### config.mk
export PLATFORM = sky130hd
export DESIGN_NAME = game_tick_gen
export DESIGN_NICKNAME = d
export VERILOG_FILES = /design/src/rtl/game_tick_gen.sv
export SDC_FILE = /design/constraint.sdc
export NUM_CORES = 1
export LEC_CHECK = 0
export ABC_AREA = 0
export BUFFER_PORTS_ARGS = -buffer_cell sky130_fd_sc_hd__buf_2
export CAP_MARGIN = 20
export CORE_MARGIN = 2
export CORE_UTILIZATION = 45
export CTS_CLUSTER_DIAMETER = 50
export CTS_CLUSTER_SIZE = 8
export DETAILED_ROUTE_END_ITERATION = 16
export PLACE_DENSITY_LB_ADDON = 0.3
export SLEW_MARGIN = 20
export SYNTH_ARGS = -nofsm -noshare
export SYNTH_HDL_FRONTEND = slang
export SYNTH_SLANG_ARGS = --single-unit
export TNS_END_PERCENT = 100
### constraint.sdc
create_clock -name clk1s -period 5.2 [get_ports clk1s]
set_input_delay 0.52 -clock clk1s [delete_from_list [all_inputs] [get_ports clk1s]]
set_output_delay 0.52 -clock clk1s [all_outputs]
set_load 0.005 [all_outputs]
### src/rtl/game_tick_gen.sv
// Multi-channel programmable tick generator: per-channel square wave, one-cycle
// tick pulse on every wave toggle, and sticky one-shot expiry flag.
module game_tick_gen #(
  parameter int CHANNELS     = 4,
  parameter int CNT_W        = 27,
  parameter int SEL_W        = 2,
  parameter int DEFAULT_HALF = 37500000
) (
  input  logic                clk1s,
  input  logic                rst_n,
  input  logic [CHANNELS-1:0] ch_en,
  input  logic [CHANNELS-1:0] mode_oneshot,
  input  logic                pause,
  input  logic                load,
  input  logic [SEL_W-1:0]    load_idx,
  input  logic [CNT_W-1:0]    half_val,
  output logic [CHANNELS-1:0] wave,
  output logic [CHANNELS-1:0] tick,
  output logic [CHANNELS-1:0] done
);

  localparam logic [CNT_W-1:0] HALF_RST = CNT_W'(DEFAULT_HALF);
  localparam logic [CNT_W-1:0] ONE      = CNT_W'(1);

  logic [CHANNELS-1:0][CNT_W-1:0] h_q;
  logic [CHANNELS-1:0][CNT_W-1:0] cnt_q;
  logic [CHANNELS-1:0]            load_hit;
  logic [CHANNELS-1:0]            expire;
  logic [CNT_W-1:0]               half_eff;

  // NOTE: every signal assigned in always_comb gets a default first, so no
  // path through the block can leave it unassigned and infer a latch.
  always_comb begin
    half_eff = (half_val == '0) ? ONE : half_val;
    load_hit = '0;
    expire   = '0;
    for (int i = 0; i < CHANNELS; i++) begin
      // Indices >= CHANNELS never match, so such loads fall through harmlessly.
      load_hit[i] = load && (load_idx == SEL_W'(i));
      expire[i]   = (cnt_q[i] == h_q[i] - ONE);
    end
  end

  // NOTE: sequential state uses non-blocking assignments so every channel sees
  // the pre-edge values of all registers, independent of statement order.
  always_ff @(posedge clk1s) begin
    for (int i = 0; i < CHANNELS; i++) begin
      if (!rst_n) begin
        h_q[i]   <= HALF_RST;
        cnt_q[i] <= '0;
        wave[i]  <= 1'b0;
        tick[i]  <= 1'b0;
        done[i]  <= 1'b0;
      end else if (load_hit[i]) begin
        // A load restarts the interval and wins over a coincident expiry.
        h_q[i]   <= half_eff;
        cnt_q[i] <= '0;
        done[i]  <= 1'b0;
        tick[i]  <= 1'b0;
      end else if (!ch_en[i]) begin
        cnt_q[i] <= '0;
        wave[i]  <= 1'b0;
        done[i]  <= 1'b0;
        tick[i]  <= 1'b0;
      end else if (pause || done[i]) begin
        tick[i]  <= 1'b0;
      end else if (expire[i]) begin
        cnt_q[i] <= '0;
        wave[i]  <= ~wave[i];
        tick[i]  <= 1'b1;
        done[i]  <= mode_oneshot[i];
      end else begin
        cnt_q[i] <= cnt_q[i] + ONE;
        tick[i]  <= 1'b0;
      end
    end
  end

endmodule

==> flow_summary.ini, run 1 <==
[floorplanning]
core_um2 = 28800
num_rows = 62
die_w_um = 175
start_util_pct = 45.8
fp.dieH_um = 175
fp.dieArea_um2 = 30700
io_pins = 53

[cts]
post-cts-setup-buffer-count = 0
htree_num_levels = 2
clk_path_buf_depth = 3
clk_latency_ps = 500
clk_pin_slew_ps = 50
clock-sinks = 228
cts_buffers = 36
ctsHoldBuffers = 0
cts_tree = done
post_cts_resized = 0
root_buffer = clkbuf_16

[yosys]
synthCells = 1676
synth.area.top_cells = dfxtp_1 (35%), xnor2_1 (8.4%), nand2_1 (8.1%)
synth_top_area_cell = dfxtp_1
synthArstFlopShare_pct = 0
yosysMostFrequentCell = nand2_1
syn-num-nets = 1725
ys_ff_latch = 228
syn-cell-area_um2 = 13200
synth_top_area_share_pct = 34.6
synth_cell_type_count = 75
synth_warnings = 0
ys.flop_type = dfxtp_1
synth_area_per_cell_um2 = 7.87
ys_seq_area_share_pct = 34.6
synth.top_cells.by_count = nand2_1 (284), dfxtp_1 (228), nor2_1 (168), xnor2_1 (126), nand3_1 (112)
synth_edf_count = 0

[setup_path]
path_max_fanout = 26
end_kind = flop
rr_startpoint = h_q[88]
path_class = flop to flop
crit_path_cell_trace = nor4_1, nand3_1, o31a_1, a311oi_1, nand4_1, nor4b_1, or2_2, nor2_1
slowest_delay_ps = 760
startpoint_type = flop
r2r_slack_ps = 1100
ff2ff_path_depth = 8
crit_buf_inv = 0
arrival_ps = 4460
slowest_stage = nor4b_1
worst_ep_required_time_ps = 5560
r2r_end = cnt_q[96]
cpLargestDelayFamily = simple AND/OR/NAND/NOR gates

[power_and_ir_drop]
power_density_nw_per_um2 = 292
p_clk_share_pct = 48.8
sw_frac_of_total_pct = 24.4
peakVddDrop_uv = 224
p_switching_mw = 1.04
p_comb_share_pct = 8.0
p_seq_share_pct = 43.2
internal_power_mw = 3.23
leakagePower_nw = 5.07

[grt]
grt_start_max_net_pins = 47
overflow = 0
grt_pass1_vias = 11200
antenna_found_initial = 1
grt_usage_pct = 23.3
grt_pass1_wl_um = 58500

[placement]
gp_congestion = 0.908
dpl.hpwl_um = 26200
detailedPlace.worstSlack_ps = 1210
port_buffers = 52

[sta]
rsz0062_at_grt = false
post-route-period-util_pct = 78.9
slew-limit-headroom_pct = 34.5
finalHoldViolCount = 0
drv_slew = 0
tightest_slew_ps = 982
setup_slack_ps = 1100
final-setup-viol-count = 0
min_period_ps = 4100
setup_tns_ps = 0
finClkSkew_ps = 10.3
fmax_mhz = 244

[routing]
routed_wl_um = 36000
drc = 0
wl_per_cell_um = 17.3
ant_nets = 0
first_pass_iters = 5
dr.first_iter.drc_count = 1061
viasPerCell = 5.85
vias = 12200

[final_layout]
fin_nets = 1740
fillers = 2762
antenna_cells = 0
drive_gt1_share_pct = 7.95
syn_to_final_growth_pct = 11.1

[worst_hold_path]
hold-path-cell-count = 3
hold_start = mode_oneshot[2]
holdPathEnd = done[2]
hp-class = input pin to flop

[run]
drv_cap = 0

[outcome]
status = completed
## cells by family (layout without fill, tap and decap cells)
group / Yosys count / in the layout / share of synthesized area [%]
and+or+nand+nor: 881 / 881 / 33.0
buffers and inverters: 108 / 131 / 3.51
AOI/OAI and AO/OA: 210 / 210 / 11.9
adders and majority gates: 8 / 8 / 0.759
xor gates and xnor gates: 235 / 235 / 15.7
DFF: 228 / 228 / 34.6
muxes: 6 / 6 / 0.465
## layout make-up
type	count	area, um2	area share [%]
multi-input combinational	1340	8160	55.7
sequential	228	4560	31.2
clock buffer	44	992	6.77
tap	384	480	3.28
timing repair buffer	63	353	2.41
inverter	22	82.6	0.564
clock inverter	2	13.8	0.0940
## metal layers
metal  global-route usage, %  up-vias  part of all wire, %
met5                       0        -                0.036
met2                    37.1      442                   45
met4                    7.29        2                  2.8
li1                        -     5912                    -
met1                    32.0     5747                   44
met3                    4.03       80                  7.5
## cell usage in the layout, fill, tap and decap left out, types with 19 or more instances in the layout
master / instances
nand4_1: 35
dfxtp_1: 228
nor3_1: 70
nand3_1: 112
buf_2: 51
inv_1: 22
or3_1: 19
nor2_1: 168
xor2_1: 108
and3_1: 25
a21boi_0: 66
nand2_1: 284
clkbuf_16: 37
nor4_1: 48
xnor2_1: 126
## registers in the layout (all words and copies together) (netlist names)
name / flops
h_q: 108
tick: 4
wave: 4
cnt_q: 108
done: 4
## power by group through the flow
stage / clock network (mW) / logic, mW / registers [mW]
floorplan: 0 / 0.246 / 1.85
global placement: 0 / 0.328 / 1.88
detailed placement: 0 / 0.335 / 1.88
CTS: 2.13 / 0.337 / 1.84
global route: 2.21 / 0.376 / 1.85
finish: 2.08 / 0.343 / 1.85
## worst max path at each step
stage                     startpoint   endpoint  slack [ps]  cells past startpoint
final                        h_q[88]  cnt_q[96]        1100                      8
after global routing         h_q[29]  cnt_q[46]         790                      8
after CTS                    h_q[29]  cnt_q[52]        1190                      8
after detailed placement     h_q[29]  cnt_q[52]        1210                      8
after global placement       h_q[29]  cnt_q[52]        1340                      8
after floorplan               h_q[0]  cnt_q[15]        1910                     11
## tightest hold or removal path: stages
cell     delay [ps]
buf_2            80
a31oi_1          60
nor2_1           70
## stage by stage
stage	cells	power (mW)	area [um2]	hold slack, ps	utilization, %
floorplan	1676	2.10	13200	455	-
global placement	2036	2.20	13600	464	47.3
detailed placement	2037	2.21	13600	479	47.4
CTS	2083	4.31	14600	257	50.9
global route	2083	4.43	14600	271	50.9
finish	2083	4.27	14600	271	50.9
No activity file was read; power rests on OpenSTA's default activity.
==> run 2: changes to the inputs <==
==> constraint.sdc (replaced) <==
create_clock -name clk1s -period 4.2 [get_ports clk1s]
set_input_delay 0.42 -clock clk1s [delete_from_list [all_inputs] [get_ports clk1s]]
set_output_delay 0.42 -clock clk1s [all_outputs]
set_load 0.005 [all_outputs]
==> run 2 against run 1 <==
Die area unchanged. Hold slack worse by 93 ps. Fmax rose by 17%. Cell area rose by 0.60%. Via count decreased by 1.8%. Register-to-register slack got worse by 410 ps. Combinational power is 24% higher. Routed wire length is essentially flat. Count of clock-buffer cells in the layout fell by 1. Sequential cell count is the same. Sequential share of layout area is 0.19 points lower.
==> flow_summary.ini, run 2 (synthesized netlist as in run 1, its figures left out) <==
[worst_hold_path]
holdPathEnd = done[0]
hold_start = mode_oneshot[0]
hp-class = input pin to flop
hold-path-cell-count = 3

[setup_path]
end_kind = flop
startpoint_type = flop
arrival_ps = 3870
r2r_slack_ps = 690
worst_ep_required_time_ps = 4570
path_class = flop to flop
r2r_end = cnt_q[64]
path_max_fanout = 26
rr_startpoint = h_q[54]
ff2ff_path_depth = 10

[sta]
tightest_slew_ps = 1000
drv_slew = 0
slew-limit-headroom_pct = 33.1
final-setup-viol-count = 0
finClkSkew_ps = 20.2
rsz0062_at_grt = false
post-route-period-util_pct = 83.5
fmax_mhz = 285
min_period_ps = 3510
finalHoldViolCount = 0
setup_tns_ps = 0

[cts]
post-cts-setup-buffer-count = 0
cts_buffers = 36
clk_latency_ps = 500
htree_num_levels = 2
clk_path_buf_depth = 3
ctsHoldBuffers = 0
root_buffer = clkbuf_16
cts_tree = done
clock-sinks = 228
clk_pin_slew_ps = 50
post_cts_resized = 0

[final_layout]
fillers = 2762
multi_input_area_um2 = 8170
fin_nets = 1747
fin_util_pct = 51.2
drive_gt1_share_pct = 8.38
seq_area_um2 = 4560
antenna_cells = 0
reg_top3 = cnt_q x108, h_q x108
fin_cells = 2090
final_common_cell = nand2_1
syn_to_final_growth_pct = 11.8
final_cell_mix = nand2_1 (284), dfxtp_1 (228), nor2_1 (168)

[floorplanning]
num_rows = 62
fp.dieArea_um2 = 30700
start_util_pct = 45.8
fp.dieH_um = 175
io_pins = 53
core_um2 = 28800
die_w_um = 175

[outcome]
status = completed

[placement]
dpl.hpwl_um = 26200
gp_congestion = 0.903
dp_cells = 2044
port_buffers = 52

[power_and_ir_drop]
internal_power_mw = 4.11
leakagePower_nw = 5.12
sw_frac_of_total_pct = 23.8
peakVddDrop_uv = 343
p_seq_share_pct = 42.4
p_clk_share_pct = 49.7
p_switching_mw = 1.28
p_comb_share_pct = 7.9
power_density_nw_per_um2 = 366

[grt]
grt_usage_pct = 23.1
grt_pass1_wl_um = 57800
overflow = 0
grt_pass1_vias = 11100
antenna_found_initial = 1
grt_start_max_net_pins = 63

[routing]
dr.first_iter.drc_count = 1011
ant_nets = 0
first_pass_iters = 5
viasPerCell = 5.72
drc = 0
vias = 12000
wl_per_cell_um = 17.2
routed_wl_um = 36000

[run]
drv_cap = 0
[run 2: cell count changes in the layout (fill, tap and decap cells not counted)]
cell	change
buf_4	+8
nand3_2	+1
clkinv_4	-1
bufinv_16	+2
clkbuf_8	-1
nand3_1	-1
buf_8	-1
[run 2: final cells by class]
type	count	area share (%)
Multi-Input combinational cell	1340	55.4
Clock buffer	43	6.64
Timing Repair Buffer	70	2.70
Inverter	22	0.560
Tap cell	384	3.26
Clock inverter	3	0.442
Sequential cell	228	31.0
[run 2: worst max path at each step]
stage                           end     from  slack [ps]
after floorplan           cnt_q[15]   h_q[0]         910
after global placement    cnt_q[80]  h_q[54]         820
after detailed placement  cnt_q[76]  h_q[54]         700
after CTS                 cnt_q[64]  h_q[54]         690
after global routing      cnt_q[89]  h_q[83]         410
final                     cnt_q[64]  h_q[54]         690
[run 2: critical path: stages, from the launching register on]
cell,delay [ps]
dfxtp_1,340
inv_1,90
ha_1,190
or4b_2,710
or4_1,560
nor4bb_1,440
o211ai_1,180
nor4_4,360
a21o_1,160
buf_4,260
nor2_1,90
[run 2: power by group through the flow]
| stage | Combinational (mW) | Sequential, mW | Clock, mW |
|---|---|---|---|
| finish | 0.425 | 2.28 | 2.68 |
| global route | 0.468 | 2.29 | 2.82 |
| CTS | 0.419 | 2.28 | 2.74 |
| detailed placement | 0.416 | 2.33 | 0 |
| global placement | 0.412 | 2.32 | 0 |
| floorplan | 0.304 | 2.30 | 0 |
[run 2: per-layer routing]
metal,GRT usage (%),up-vias,wire length [um]
met5,0,-,13
met4,7.40,2,1030
met3,3.52,80,2250
met2,37.1,351,16200
met1,31.7,5616,16500
li1,-,5913,-
[run 2: metrics by stage]
step | worst slack (ps) | hold slack, ps | total power, mW | instance area (um2)
after floorplan | 912 | 455 | 2.60 | 13200
after global placement | 818 | 464 | 2.74 | 13700
after detailed placement | 699 | 472 | 2.74 | 13700
after CTS | 690 | 164 | 5.44 | 14700
after global routing | 410 | 187 | 5.58 | 14700
final | 692 | 178 | 5.39 | 14700
==> run 3: changes to the inputs <==
==> constraint.sdc (replaced) <==
create_clock -name clk1s -period 3 [get_ports clk1s]
set_input_delay 0.3 -clock clk1s [delete_from_list [all_inputs] [get_ports clk1s]]
set_output_delay 0.3 -clock clk1s [all_outputs]
set_load 0.005 [all_outputs]
==> run 3 against run 2 <==
First-iteration DRC count is 13% lower. Clock power up 40%. Clock skew decreased by 9.5 ps. Utilization up 3.9 points. Count of clock-buffer cells in the layout unchanged. Cell area increased by 7.5%. Cell count rose by 4.4%. Sequential cell count unchanged. Non-clock buffer count up 88. Critical path depth unchanged. Via count grew 4.4%. Largest cell class unchanged.
==> flow_summary.ini, run 3 (synthesized netlist as in run 1, its figures left out) <==
[sta]
slew-limit-headroom_pct = 36.5
post-route-period-util_pct = 98.7
rsz0062_at_grt = true
finClkSkew_ps = 10.6
final-setup-viol-count = 0
setup_slack_ps = 38.7
drv_slew = 0
setup_tns_ps = 0
finalHoldViolCount = 0
whs_ps = 37.8
min_period_ps = 2960
tightest_slew_ps = 953
fmax_mhz = 338

[grt]
overflow = 0
grt_usage_pct = 24.2
grt_pass1_wl_um = 60700
grt_pass1_vias = 11700
antenna_found_initial = 0
grt_start_max_net_pins = 65

[final_layout]
antenna_cells = 0
fillers = 2634
fin_cells = 2181
drive_gt1_share_pct = 15.8
syn_to_final_growth_pct = 20.2
reg_top3 = cnt_q x108, h_q x108
final_cell_mix = nand2_1 (282), dfxtp_1 (226), nor2_1 (158)
final_common_cell = nand2_1
fin_nets = 1835
multi_input_area_um2 = 8510
fin_util_pct = 55.1
seq_area_um2 = 4570

[run]
drv_cap = 0

[floorplanning]
die_w_um = 175
fp.dieArea_um2 = 30700
core_um2 = 28800
start_util_pct = 45.8
io_pins = 53
num_rows = 62
fp.dieH_um = 175

[power_and_ir_drop]
power_density_nw_per_um2 = 484
peakVddDrop_uv = 434
leakagePower_nw = 5.67

[cts]
clk_latency_ps = 510
htree_num_levels = 2
cts_tree = done
cts_buffers = 36
root_buffer = clkbuf_16
clk_path_buf_depth = 3
clock-sinks = 228
ctsHoldBuffers = 0
clk_pin_slew_ps = 50

[routing]
drc = 0
first_pass_iters = 5
dr.first_iter.drc_count = 877
wl_per_cell_um = 17.5
ant_nets = 0
routed_wl_um = 38300
vias = 12500
viasPerCell = 5.73

[setup_path]
path_class = flop to flop
arrival_ps = 3360
slowest_stage = or4_4
startpoint_type = flop
crit_path_cell_trace = inv_2, ha_4, or4b_4, or4_4, o31ai_2, nand4_1, nor4_4, a21o_4, clkbuf_16, nor2_1
worst_ep_required_time_ps = 3400
path_max_fanout = 7
slowest_delay_ps = 520
end_kind = flop

[placement]
detailedPlace.worstSlack_ps = -75.7
dpl.hpwl_um = 27500
gp_congestion = 0.877
dp_cells = 2124
port_buffers = 52

[worst_hold_path]
hp-class = input pin to flop

[outcome]
status = completed
run 3: cell count changes in the layout (fill, tap and decap cells not counted), sizes merged:
| cell | change |
|---|---|
| buf | +84 |
| inv | +2 |
| clkinv | +1 |
| clkbuf | +4 |
run 3: final timing paths:
path	slack, ps	startpoint	to	depth (start not counted)
max	40	h_q[54]	cnt_q[61]	10
min	40	mode_oneshot[0]	done[0]	3
max reg2reg	40	h_q[54]	cnt_q[61]	10
min reg2reg	490	h_q[80]	h_q[80]	2
run 3: timing repair:
action | 4_1_cts | 5_1_grt
cloned | 0 | 5
pin swaps | 3 | 22
resized for setup | 4 | 52
endpoints found under the setup margin | 27 | 87
buffers inserted | 1 | 2
hold endpoints to repair | 0 | 0
run 3: layout make-up:
class	instances	share of cell area, %
clock buffers	43	5.99
multi-input cells	1340	53.7
flip-flops and latches	228	28.8
well taps	384	3.03
repair buffers	158	7.38
inverters	22	0.521
clock inverters	6	0.553
run 3: stage by stage:
| step | instance area (um2) | power [mW] |
|---|---|---|
| 2_1_floorplan | 13300 | 3.65 |
| 3_3_place_gp | 14400 | 3.90 |
| 3_5_place_dp | 14400 | 3.91 |
| 4_1_cts | 15500 | 7.68 |
| 5_1_grt | 15800 | 7.93 |
| 6_report | 15800 | 7.67 |
run 3: routing by layer:
metal	GRT usage, %	wire length, um	vias to the layer above
met3	3.85	2320	84
li1	-	-	6101
met1	32.5	17000	5925
met4	8.06	1170	0
met5	0.321	0	-
met2	39.7	17700	384
run 3: where the power goes:
group / internal [mW] / total, mW / switching, mW
combinational: 0.305 / 0.741 / 0.436
sequential: 3.10 / 3.18 / 0.0768
clock: 2.37 / 3.75 / 1.38
total: 5.78 / 7.67 / 1.89
run 3: worst max-delay path: cells and delay by family, from the launching register on:
| kind | cells | cell delay (ps) |
|---|---|---|
| AO/OA/AOI/OAI | 2 | 520 |
| adder cells (fa/ha/maj) | 1 | 130 |
| buffers and inverters | 2 | 260 |
| flip-flops | 1 | 320 |
| AND/OR/NAND/NOR | 5 | 1600 |
